### src/rtl/alu_issue_pkg.sv
// Shared opcode/ALU encodings, ID/EX payload layout and the writeback bypass helper
// for the alu_issue operand-issue stage.
package alu_issue_pkg;

  localparam int unsigned XLEN_W = 32;
  localparam int unsigned REG_W  = 5;
  localparam int unsigned F3_W   = 3;
  localparam int unsigned OPC_W  = 7;

  localparam logic [OPC_W-1:0] OPC_OP     = 7'b0110011;
  localparam logic [OPC_W-1:0] OPC_OP_IMM = 7'b0010011;
  localparam logic [OPC_W-1:0] OPC_LUI    = 7'b0110111;
  localparam logic [OPC_W-1:0] OPC_AUIPC  = 7'b0010111;
  localparam logic [OPC_W-1:0] OPC_JAL    = 7'b1101111;
  localparam logic [OPC_W-1:0] OPC_JALR   = 7'b1100111;

  localparam logic [F3_W-1:0] ALU_ADD  = 3'b000;
  localparam logic [F3_W-1:0] ALU_SLL  = 3'b001;
  localparam logic [F3_W-1:0] ALU_SLT  = 3'b010;
  localparam logic [F3_W-1:0] ALU_SLTU = 3'b011;
  localparam logic [F3_W-1:0] ALU_XOR  = 3'b100;
  localparam logic [F3_W-1:0] ALU_SRX  = 3'b101;
  localparam logic [F3_W-1:0] ALU_OR   = 3'b110;
  localparam logic [F3_W-1:0] ALU_AND  = 3'b111;

  localparam logic [XLEN_W-1:0] LINK_OFFSET = 32'd4;

  typedef struct packed {
    logic [XLEN_W-1:0] op1;
    logic [XLEN_W-1:0] op2;
    logic [F3_W-1:0]   funct3;
    logic              is_sub_sra;
    logic [REG_W-1:0]  rd;
    logic              illegal;
  } issue_t;

  localparam int unsigned ISSUE_W = $bits(issue_t);

  // Source operand with x0 hardwired to zero and same-cycle writeback forwarding.
  function automatic logic [XLEN_W-1:0] src_value(
    input logic [REG_W-1:0]  rs,
    input logic [XLEN_W-1:0] rs_val,
    input logic              wb_en,
    input logic [REG_W-1:0]  wb_rd,
    input logic [XLEN_W-1:0] wb_data
  );
    logic [XLEN_W-1:0] v;
    v = rs_val;
    if (rs == REG_W'(0))
      v = '0;
    else if (wb_en && (wb_rd == rs))
      v = wb_data;
    return v;
  endfunction

endpackage

### src/rtl/alu_issue_skid.sv
// Generic two-entry FIFO skid buffer with synchronous flush; in_ready is registered
// and deasserts once both entries are occupied.
module alu_issue_skid #(
  parameter int unsigned W = 8
) (
  input  logic         clk,
  input  logic         rst,
  input  logic         flush,
  input  logic         in_valid,
  output logic         in_ready,
  input  logic [W-1:0] in_data,
  output logic         out_valid,
  input  logic         out_ready,
  output logic [W-1:0] out_data
);

  logic [W-1:0] head_q;
  logic [W-1:0] tail_q;
  logic [1:0]   count_q;
  logic [1:0]   count_d;
  logic         rdy_q;
  logic         push;
  logic         pop;

  assign push      = in_valid && rdy_q && !flush;
  assign pop       = (count_q != 2'd0) && out_ready;
  assign in_ready  = rdy_q;
  assign out_valid = (count_q != 2'd0);
  assign out_data  = head_q;

  always_comb begin
    count_d = count_q;
    if (push && !pop)
      count_d = count_q + 2'd1;
    else if (!push && pop)
      count_d = count_q - 2'd1;
  end

  // Head is always the oldest entry; tail only fills when the head is occupied.
  always_ff @(posedge clk or posedge rst) begin
    if (rst) begin
      head_q  <= '0;
      tail_q  <= '0;
      count_q <= 2'd0;
      rdy_q   <= 1'b1;
    end else if (flush) begin
      count_q <= 2'd0;
      rdy_q   <= 1'b1;
    end else begin
      count_q <= count_d;
      rdy_q   <= (count_d != 2'd2);
      if (pop && (count_q == 2'd2))
        head_q <= tail_q;
      else if (push && ((count_q == 2'd0) || pop))
        head_q <= in_data;
      if (push && (((count_q == 2'd1) && !pop) || ((count_q == 2'd2) && pop)))
        tail_q <= in_data;
    end
  end

endmodule

### src/rtl/alu_issue.sv
// Operand-issue stage ahead of the integer ALU: bypass, operand select, ID/EX register.
// Define ALU_ISSUE_SKID_EN to replace the single ID/EX register with a 2-entry skid buffer.
module alu_issue
  import alu_issue_pkg::*;
#(
  parameter int unsigned XLEN = 32
) (
  input  logic            clk,
  input  logic            rst,
  input  logic            flush,
  input  logic            in_valid,
  output logic            in_ready,
  input  logic [6:0]      in_opcode,
  input  logic [2:0]      in_funct3,
  input  logic            in_funct7b5,
  input  logic [4:0]      in_rs1,
  input  logic [4:0]      in_rs2,
  input  logic [4:0]      in_rd,
  input  logic [XLEN-1:0] in_rs1_val,
  input  logic [XLEN-1:0] in_rs2_val,
  input  logic [XLEN-1:0] in_imm,
  input  logic [XLEN-1:0] in_pc,
  input  logic            wb_en,
  input  logic [4:0]      wb_rd,
  input  logic [XLEN-1:0] wb_data,
  output logic            out_valid,
  input  logic            out_ready,
  output logic [XLEN-1:0] op1,
  output logic [XLEN-1:0] op2,
  output logic [2:0]      funct3,
  output logic            is_sub_sra,
  output logic [4:0]      out_rd,
  output logic            out_illegal
);

  issue_t            nxt;
  issue_t            held;
  logic              held_valid;
  logic [XLEN_W-1:0] rs1_v;
  logic [XLEN_W-1:0] rs2_v;

  assign rs1_v = src_value(in_rs1, in_rs1_val, wb_en, wb_rd, wb_data);
  assign rs2_v = src_value(in_rs2, in_rs2_val, wb_en, wb_rd, wb_data);

  // Operand selection; unknown opcodes become a zero-operand, no-write marker.
  always_comb begin
    nxt            = '0;
    nxt.funct3     = ALU_ADD;
    nxt.rd         = in_rd;
    case (in_opcode)
      OPC_OP: begin
        nxt.op1        = rs1_v;
        nxt.op2        = rs2_v;
        nxt.funct3     = in_funct3;
        nxt.is_sub_sra = in_funct7b5 && ((in_funct3 == ALU_ADD) || (in_funct3 == ALU_SRX));
      end
      OPC_OP_IMM: begin
        nxt.op1        = rs1_v;
        nxt.op2        = in_imm;
        nxt.funct3     = in_funct3;
        nxt.is_sub_sra = in_funct7b5 && (in_funct3 == ALU_SRX);
      end
      OPC_LUI: begin
        nxt.op2 = in_imm;
      end
      OPC_AUIPC: begin
        nxt.op1 = in_pc;
        nxt.op2 = in_imm;
      end
      OPC_JAL, OPC_JALR: begin
        nxt.op1 = in_pc;
        nxt.op2 = LINK_OFFSET;
      end
      default: begin
        nxt.rd      = '0;
        nxt.illegal = 1'b1;
      end
    endcase
  end

`ifdef ALU_ISSUE_SKID_EN
  logic skid_ready;

  alu_issue_skid #(
    .W(ISSUE_W)
  ) u_skid (
    .clk       (clk),
    .rst       (rst),
    .flush     (flush),
    .in_valid  (in_valid),
    .in_ready  (skid_ready),
    .in_data   (nxt),
    .out_valid (held_valid),
    .out_ready (out_ready),
    .out_data  (held)
  );

  assign in_ready = skid_ready && !flush && !rst;
`else
  issue_t idex_q;
  logic   idex_valid_q;

  assign in_ready   = !rst && !flush && (out_ready || !idex_valid_q);
  assign held       = idex_q;
  assign held_valid = idex_valid_q;

  // Payload loads only on accept, so a stalled entry keeps its captured operands.
  always_ff @(posedge clk or posedge rst) begin
    if (rst) begin
      idex_q       <= '0;
      idex_valid_q <= 1'b0;
    end else if (flush) begin
      idex_valid_q <= 1'b0;
    end else if (in_valid && in_ready) begin
      idex_q       <= nxt;
      idex_valid_q <= 1'b1;
    end else if (idex_valid_q && out_ready) begin
      idex_valid_q <= 1'b0;
    end
  end
`endif

  assign out_valid   = held_valid;
  assign op1         = held.op1;
  assign op2         = held.op2;
  assign funct3      = held.funct3;
  assign is_sub_sra  = held.is_sub_sra;
  assign out_rd      = held.rd;
  assign out_illegal = held.illegal;

endmodule

### config.mk
export PLATFORM = sky130hd
export DESIGN_NAME = alu_issue
export DESIGN_NICKNAME = d
export VERILOG_FILES = /design/src/rtl/alu_issue_pkg.sv /design/src/rtl/alu_issue_skid.sv /design/src/rtl/alu_issue.sv
export SDC_FILE = /design/constraint.sdc
export NUM_CORES = 1
export LEC_CHECK = 0
export BUFFER_PORTS_ARGS = -buffer_cell sky130_fd_sc_hd__buf_2
export CAP_MARGIN = 20
export CORE_AREA = 2 2 107 109
export CTS_BUF_LIST = sky130_fd_sc_hd__clkbuf_8
export DETAILED_ROUTE_END_ITERATION = 10
export DIE_AREA = 0 0 109 111
export HOLD_SLACK_MARGIN = 0.05
export PLACE_DENSITY = 0.8
export SLEW_MARGIN = 20
export SYNTH_ARGS = -nofsm -noshare
export SYNTH_HDL_FRONTEND = slang
export SYNTH_SLANG_ARGS = --single-unit
### constraint.sdc
create_clock -name clk -period 5.16 [get_ports clk]
set_input_delay 0.516 -clock clk [delete_from_list [all_inputs] [get_ports clk]]
set_output_delay 0.516 -clock clk [all_outputs]
set_load 0.01 [all_outputs]
* After elaboration in Yosys (flattened, before gate mapping) *
Index checks and enable logic that the tools add are counted.

word-level totals
  flip-flop bits (word level) = 75
  bits of input ports = 197

cells by class
  eq/ne operators = 9
  mux-type cells = 11
  bitwise operators = 1
  reduce and logical (&&, ||, !) cells = 23

operators by type and width
  cell                                                              count
  32-bit 2-to-1 mux                                                 4
  32-bit one-hot mux with 3 select lines                            1
  32-bit one-hot mux with 2 select lines                            1
  7-bit by 5-bit == test with 1-bit output (second input constant)  2
  7-bit by 6-bit == test with 1-bit output (second input constant)  2
  7-bit == test (second input constant)                             2
  5-bit == test                                                     2
  5-bit zero test                                                   2
  1-bit logical AND                                                 8
  4-bit one-hot mux with 2 select lines                             1
  6-bit 2-to-1 mux                                                  1
  3-bit OR reduction                                                2
  6-bit OR reduction                                                1
  2-bit OR reduction                                                2
  3-bit == test (second input constant)                             1
  1-bit zero test                                                   3
  3-bit zero test                                                   1
  1-bit 2-to-1 mux                                                  3
  3-bit nonzero test                                                1
  1-bit logical OR                                                  2
  2-bit AND reduction                                               1
  1-bit inverter                                                    1

* Longest topological paths before layout *
  depth in word-level cells = 6
  mapped depth = 8
  depth with buffers taken out = 5

* Least setup slack after synthesis *
OpenSTA, ideal clock, no wires.

  kind = input to register
  start = input in_rs1[1]
  end = register idex_q, in the netlist op1[0]
  library setup time = 124 ps
  arrival = 1914 ps
  setup slack = 3123 ps
  stages = 6
  cell sequence = or4_1 -> o211a_1 -> nor2b_4 -> buf_6 -> buf_8 -> a211o_1

between the ends
  word-level cells in the longest chain between the ends = 5
  elaborated cells between the ends (all ways) = 6
  those cells by class = eq/ne: 1; mux: 3; reduce/logical: 2

RTL lines
  element                                   RTL line             text
  start: declaration                        alu_issue.sv:16      input logic [4:0] in_rs1,
  5-bit == test                             alu_issue_pkg.sv:51  else if (wb_en && (wb_rd == rs))
  1-bit logical AND                         alu_issue_pkg.sv:51
  32-bit 2-to-1 mux                         alu_issue_pkg.sv:51
  32-bit 2-to-1 mux *                       alu_issue_pkg.sv:49  if (rs == REG_W'(0))
  32-bit one-hot mux with 2 select lines *  alu_issue.sv:50      case (in_opcode)
  end signal: assignment                    alu_issue.sv:115     idex_q <= nxt;
  end: declaration                          alu_issue.sv:100     issue_t idex_q;

Every way passes the cells marked *; elsewhere a longest branch is shown, timed or not.
A chain may end at the register's enable or synchronous reset.

* Worst setup path in the final report *
  start = input in_opcode[6]
  end = register idex_q, in the netlist op1[0]

between the ends
  word-level cells in the longest chain between the ends = 3
  elaborated cells between the ends (all ways) = 8
  those cells by class = eq/ne: 5; mux: 1; reduce/logical: 2

RTL lines
  element                                                                           RTL line         text
  start: declaration                                                                alu_issue.sv:13  input logic [6:0] in_opcode,
  7-bit == test (tied with other cells)                                             alu_issue.sv:50
  3-bit OR reduction (no source line) / 2-bit OR reduction (equally long branches)  -
  32-bit one-hot mux with 2 select lines *                                          alu_issue.sv:50

Marks and branches as above.

==> summary.txt <==
Timing
  – Hold Fails Final Rpt: 0
  – Max_slew headroom: 27.47%
  – Tcrit/Tclk final: 61.53%
  – Worst Max-Slew Pin Slew: 1.088 ns
  – RSZ-0062 raised after global routing: no
  – Layout Skew: 0.009652 ns
  – Max-slew violations: 0
  – Finish-stage setup viols: 0
  – Fmax: 315.0 MHz
  – Setup TNS: 0 ns
  – PnR worst setup slack: 1.985 ns
  – Period minus WS final: 3.175 ns

Setup path
  – End of the worst register-to-register path: op1[0]
  – CP Buf/Inv Count: 1
  – CP max stage delay: 0.88 ns
  – Worst Setup Start Kind: input pin
  – CP max FO: 33
  – Crit path max-delay family: simple AND/OR/NAND/NOR gates
  – Critical path arrival: 3.45 ns
  – Worst Setup Path Type: in2reg
  – R2R depth: 5
  – RR Startpoint: out_valid
  – Req. time, crit path: 5.44 ns
  – Slowest-stage cell, CP: o211a_1
  – Setup slack, reg-to-reg: 2.50 ns
  – CP Cell Sequence: buf_2 -> nand2b_2 -> nor4_1 -> o211a_1 -> nor2b_4 -> a211o_1
  – Critical path endpoint category: register

Pwr
  – Sw frac: 24.52%
  – Peak VDD IR: 0.1292 mV
  – Comb pwr share: 14.2%
  – P_sw: 333.0 µW
  – Clock power share: 41.0%
  – P_leak: 3.461 nW
  – Share of power burned in registers: 44.9%
  – Pwr per Cell Area: 231.8 mW/mm²
  – Int Pwr: 1.025 mW

Logic synthesis
  – YS warnings: 0
  – Post-synthesis sequential area ratio: 44.14%
  – Synth top area share: 44.14%
  – Leading area contributor after synthesis: dfrtp_1
  – Cells after Synth: 456
  – #FFs+latches synth: 75
  – Dominant cells by area after synthesis: dfrtp_1 44%, and3_1 9.3%, o21ai_1 7.4%
  – Library cells used by synthesis: 37
  – Syn nets: 653
  – Mean area per synthesized cell: 9.324 µm²
  – Cell Area, Synth: 0.004252 mm²

Clock tree
  – H-tree depth: 3
  – CTS resizes: 0
  – Max Root-Sink Buffers: 2
  – TritonCTS buffer count: 9
  – CTS tree: built
  – Hold buffer count at cts: 0
  – TritonCTS Sinks: 75
  – Setup repair bufs after CTS: 0
  – Worst-path clk slew: 0.09 ns
  – Worst-Skew Late Latency: 0.34 ns
  – CTS root buf: clkbuf_8

Route
  – Detailed Route WL: 15170 µm
  – Remaining DRCs: 0
  – Drt pass-1 iters: 4
  – Initial DRC count: 357
  – Vias/cell: 5.271
  – DR WL/cell: 17.78 µm
  – Antenna Nets Post-Route: 0
  – Vias: 4496

Worst hold path
  – Worst hold path type: in2reg
  – Hold path start: in_rs1_val[11]
  – Hold Crit Depth: 2
  – WHS Endpoint: op1[11]

Die
  – Horiz. Die Dim: 109 µm
  – Die Ht: 111 µm
  – Site Rows: 39
  – Ports: 273
  – Core ar.: 0.01108 mm²
  – Die Area: 0.01210 mm²
  – Initial core utilization: 38.38%

Placement
  – Pre-CTS WS: 1.661 ns
  – Detailed placer's ending HPWL: 10840 µm
  – Global placer's final weighted congestion: 0.8415
  – Port Buffer Count: 272

Finish
  – Layout cells sized above 1: 42.68%
  – Nets@finish: 902
  – Antenna diodes: 0
  – P&R area growth vs syn: 37.82%

Global routing
  – Met2 usage: 42.40%
  – Met1 usage: 30.04%
  – Total GRT Usage: 24.67%
  – Largest net degree at the start of global routing: 76
  – Gr ovfl total: 0
  – Number of global-route vias before repair: 4568
  – Initial antenna violation count: 0
  – Busiest grt layer: met2
  – First-pass GRT wire length: 23030 µm
  – GRT met3 Usage: 5.350%

Job
  – Max Cap Violations: 0

Status
  – Status: finished, final reports clean
[synth_stat cells]
library cell,instances
a2111oi_2,1
a211o_1,32
a21oi_1,33
a221o_1,1
a22o_1,9
a31oi_1,1
and2_1,2
and3_1,63
and3_2,2
and3_4,1
buf_2,9
buf_6,3
buf_8,4
clkbuf_1,20
dfrtp_1,75
dlymetal6s2s_1,3
inv_1,1
inv_2,1
mux2i_1,31
nand2_1,67
nand2b_1,1
nand2b_2,1
nand3_1,1
nor2_1,5
nor2b_4,1
nor3_1,1
nor3b_1,2
nor4_1,3
o2111ai_1,1
o211a_1,2
o21ai_0,1
o21ai_1,63
o31a_1,1
or3_1,1
or4_1,3
xnor2_1,2
xor2_1,8
[worst reg2reg max path, delay by kind of cell (launching register included)]
| kind | cells | cell delay (ns) |
|---|---|---|
| and+or+nand+nor | 3 | 1.21 |
| AOI/OAI and AO/OA | 2 | 1.00 |
| DFF | 1 | 0.38 |
[per-stage QoR]
stage | cells | utilization, % | hold WS [ns] | power, mW | cell area (µm²)
final | 853 | 52.90 | 0.3718 | 1.358 | 5859
after CTS | 853 | 52.90 | 0.3542 | 1.370 | 5859
after global placement | 837 | 50.71 | 0.4721 | 0.8126 | 5617
after floorplan | 456 | - | 0.5316 | 0.6954 | 4252
after global routing | 853 | 52.90 | 0.3499 | 1.415 | 5859
after detailed placement | 837 | 50.71 | 0.4803 | 0.8141 | 5617
[registers in the layout, summed over array words and instances, names as in the netlist]
signal,flops
op2,32
out_valid,1
funct3,3
op1,32
out_illegal,1
is_sub_sra,1
out_rd,5
[per-layer routing]
metal / up-vias / share of wire, %
met5: - / 0
met4: 0 / 2.2
met3: 26 / 7.0
met2: 206 / 50
met1: 2116 / 41
li1: 2148 / -
[worst max path at each step]
| stage | from | end | slack [ns] | cells past startpoint |
|---|---|---|---|---|
| 2_1_floorplan | rst | funct3[0] | 2.73 | 1 |
| 3_3_place_gp | in_opcode[6] | op1[16] | 1.80 | 6 |
| 3_5_place_dp | in_opcode[6] | op1[31] | 1.66 | 6 |
| 4_1_cts | in_opcode[6] | op1[22] | 2.03 | 6 |
| 5_1_grt | in_opcode[6] | op1[6] | 1.88 | 6 |
| 6_report | in_opcode[6] | op1[0] | 1.99 | 6 |
[cells by family (layout without fill, tap and decap cells)]
family          count (synthesis)  in the layout  share of synthesized area (%)
flops                          75             75                          44.14
xor+xnor                       10             10                          2.060
simple gates                  154            154                          18.92
buf+inv                        41            295                          6.092
compound gates                145            145                          21.48
mux                            31             31                          7.298
[cells in the final DEF, fill, tap and decap left out, types with 2 or more instances in the layout]
master	synthesis	layout
buf_2	9	272
dfrtp_1	75	75
nand2_1	67	67
o21ai_1	63	63
and3_1	63	61
a21oi_1	33	33
a211o_1	32	32
mux2i_1	31	31
clkbuf_8	0	10
a22o_1	9	9
xor2_1	8	8
nor2_1	5	5
buf_4	0	5
and3_2	2	4
nor4_1	3	3
or4_1	3	3
bufinv_16	0	3
xnor2_1	2	2
o211a_1	2	2
and2_1	2	2
nor3b_1	2	2
inv_1	1	2
[power by group through the flow]
stage               Sequential [mW]  Combinational [mW]  Clock (mW)
finish                        0.609               0.193       0.556
global route                  0.611               0.213       0.592
CTS                           0.609               0.194       0.567
detailed placement            0.621               0.193           0
global placement              0.620               0.192           0
floorplan                     0.628              0.0674           0
[cell type report]
| class | instances | area, µm² |
|---|---|---|
| tap | 143 | 178.9 |
| sequential | 75 | 1877 |
| fill | 1076 | 5218 |
| multi-input combinational | 340 | 2153 |
| clock inverter | 6 | 105.1 |
| timing repair buffer | 277 | 1399 |
| inverter | 2 | 8.758 |
| clock buffer | 10 | 137.6 |
Power figures use the tool's default switching activity.
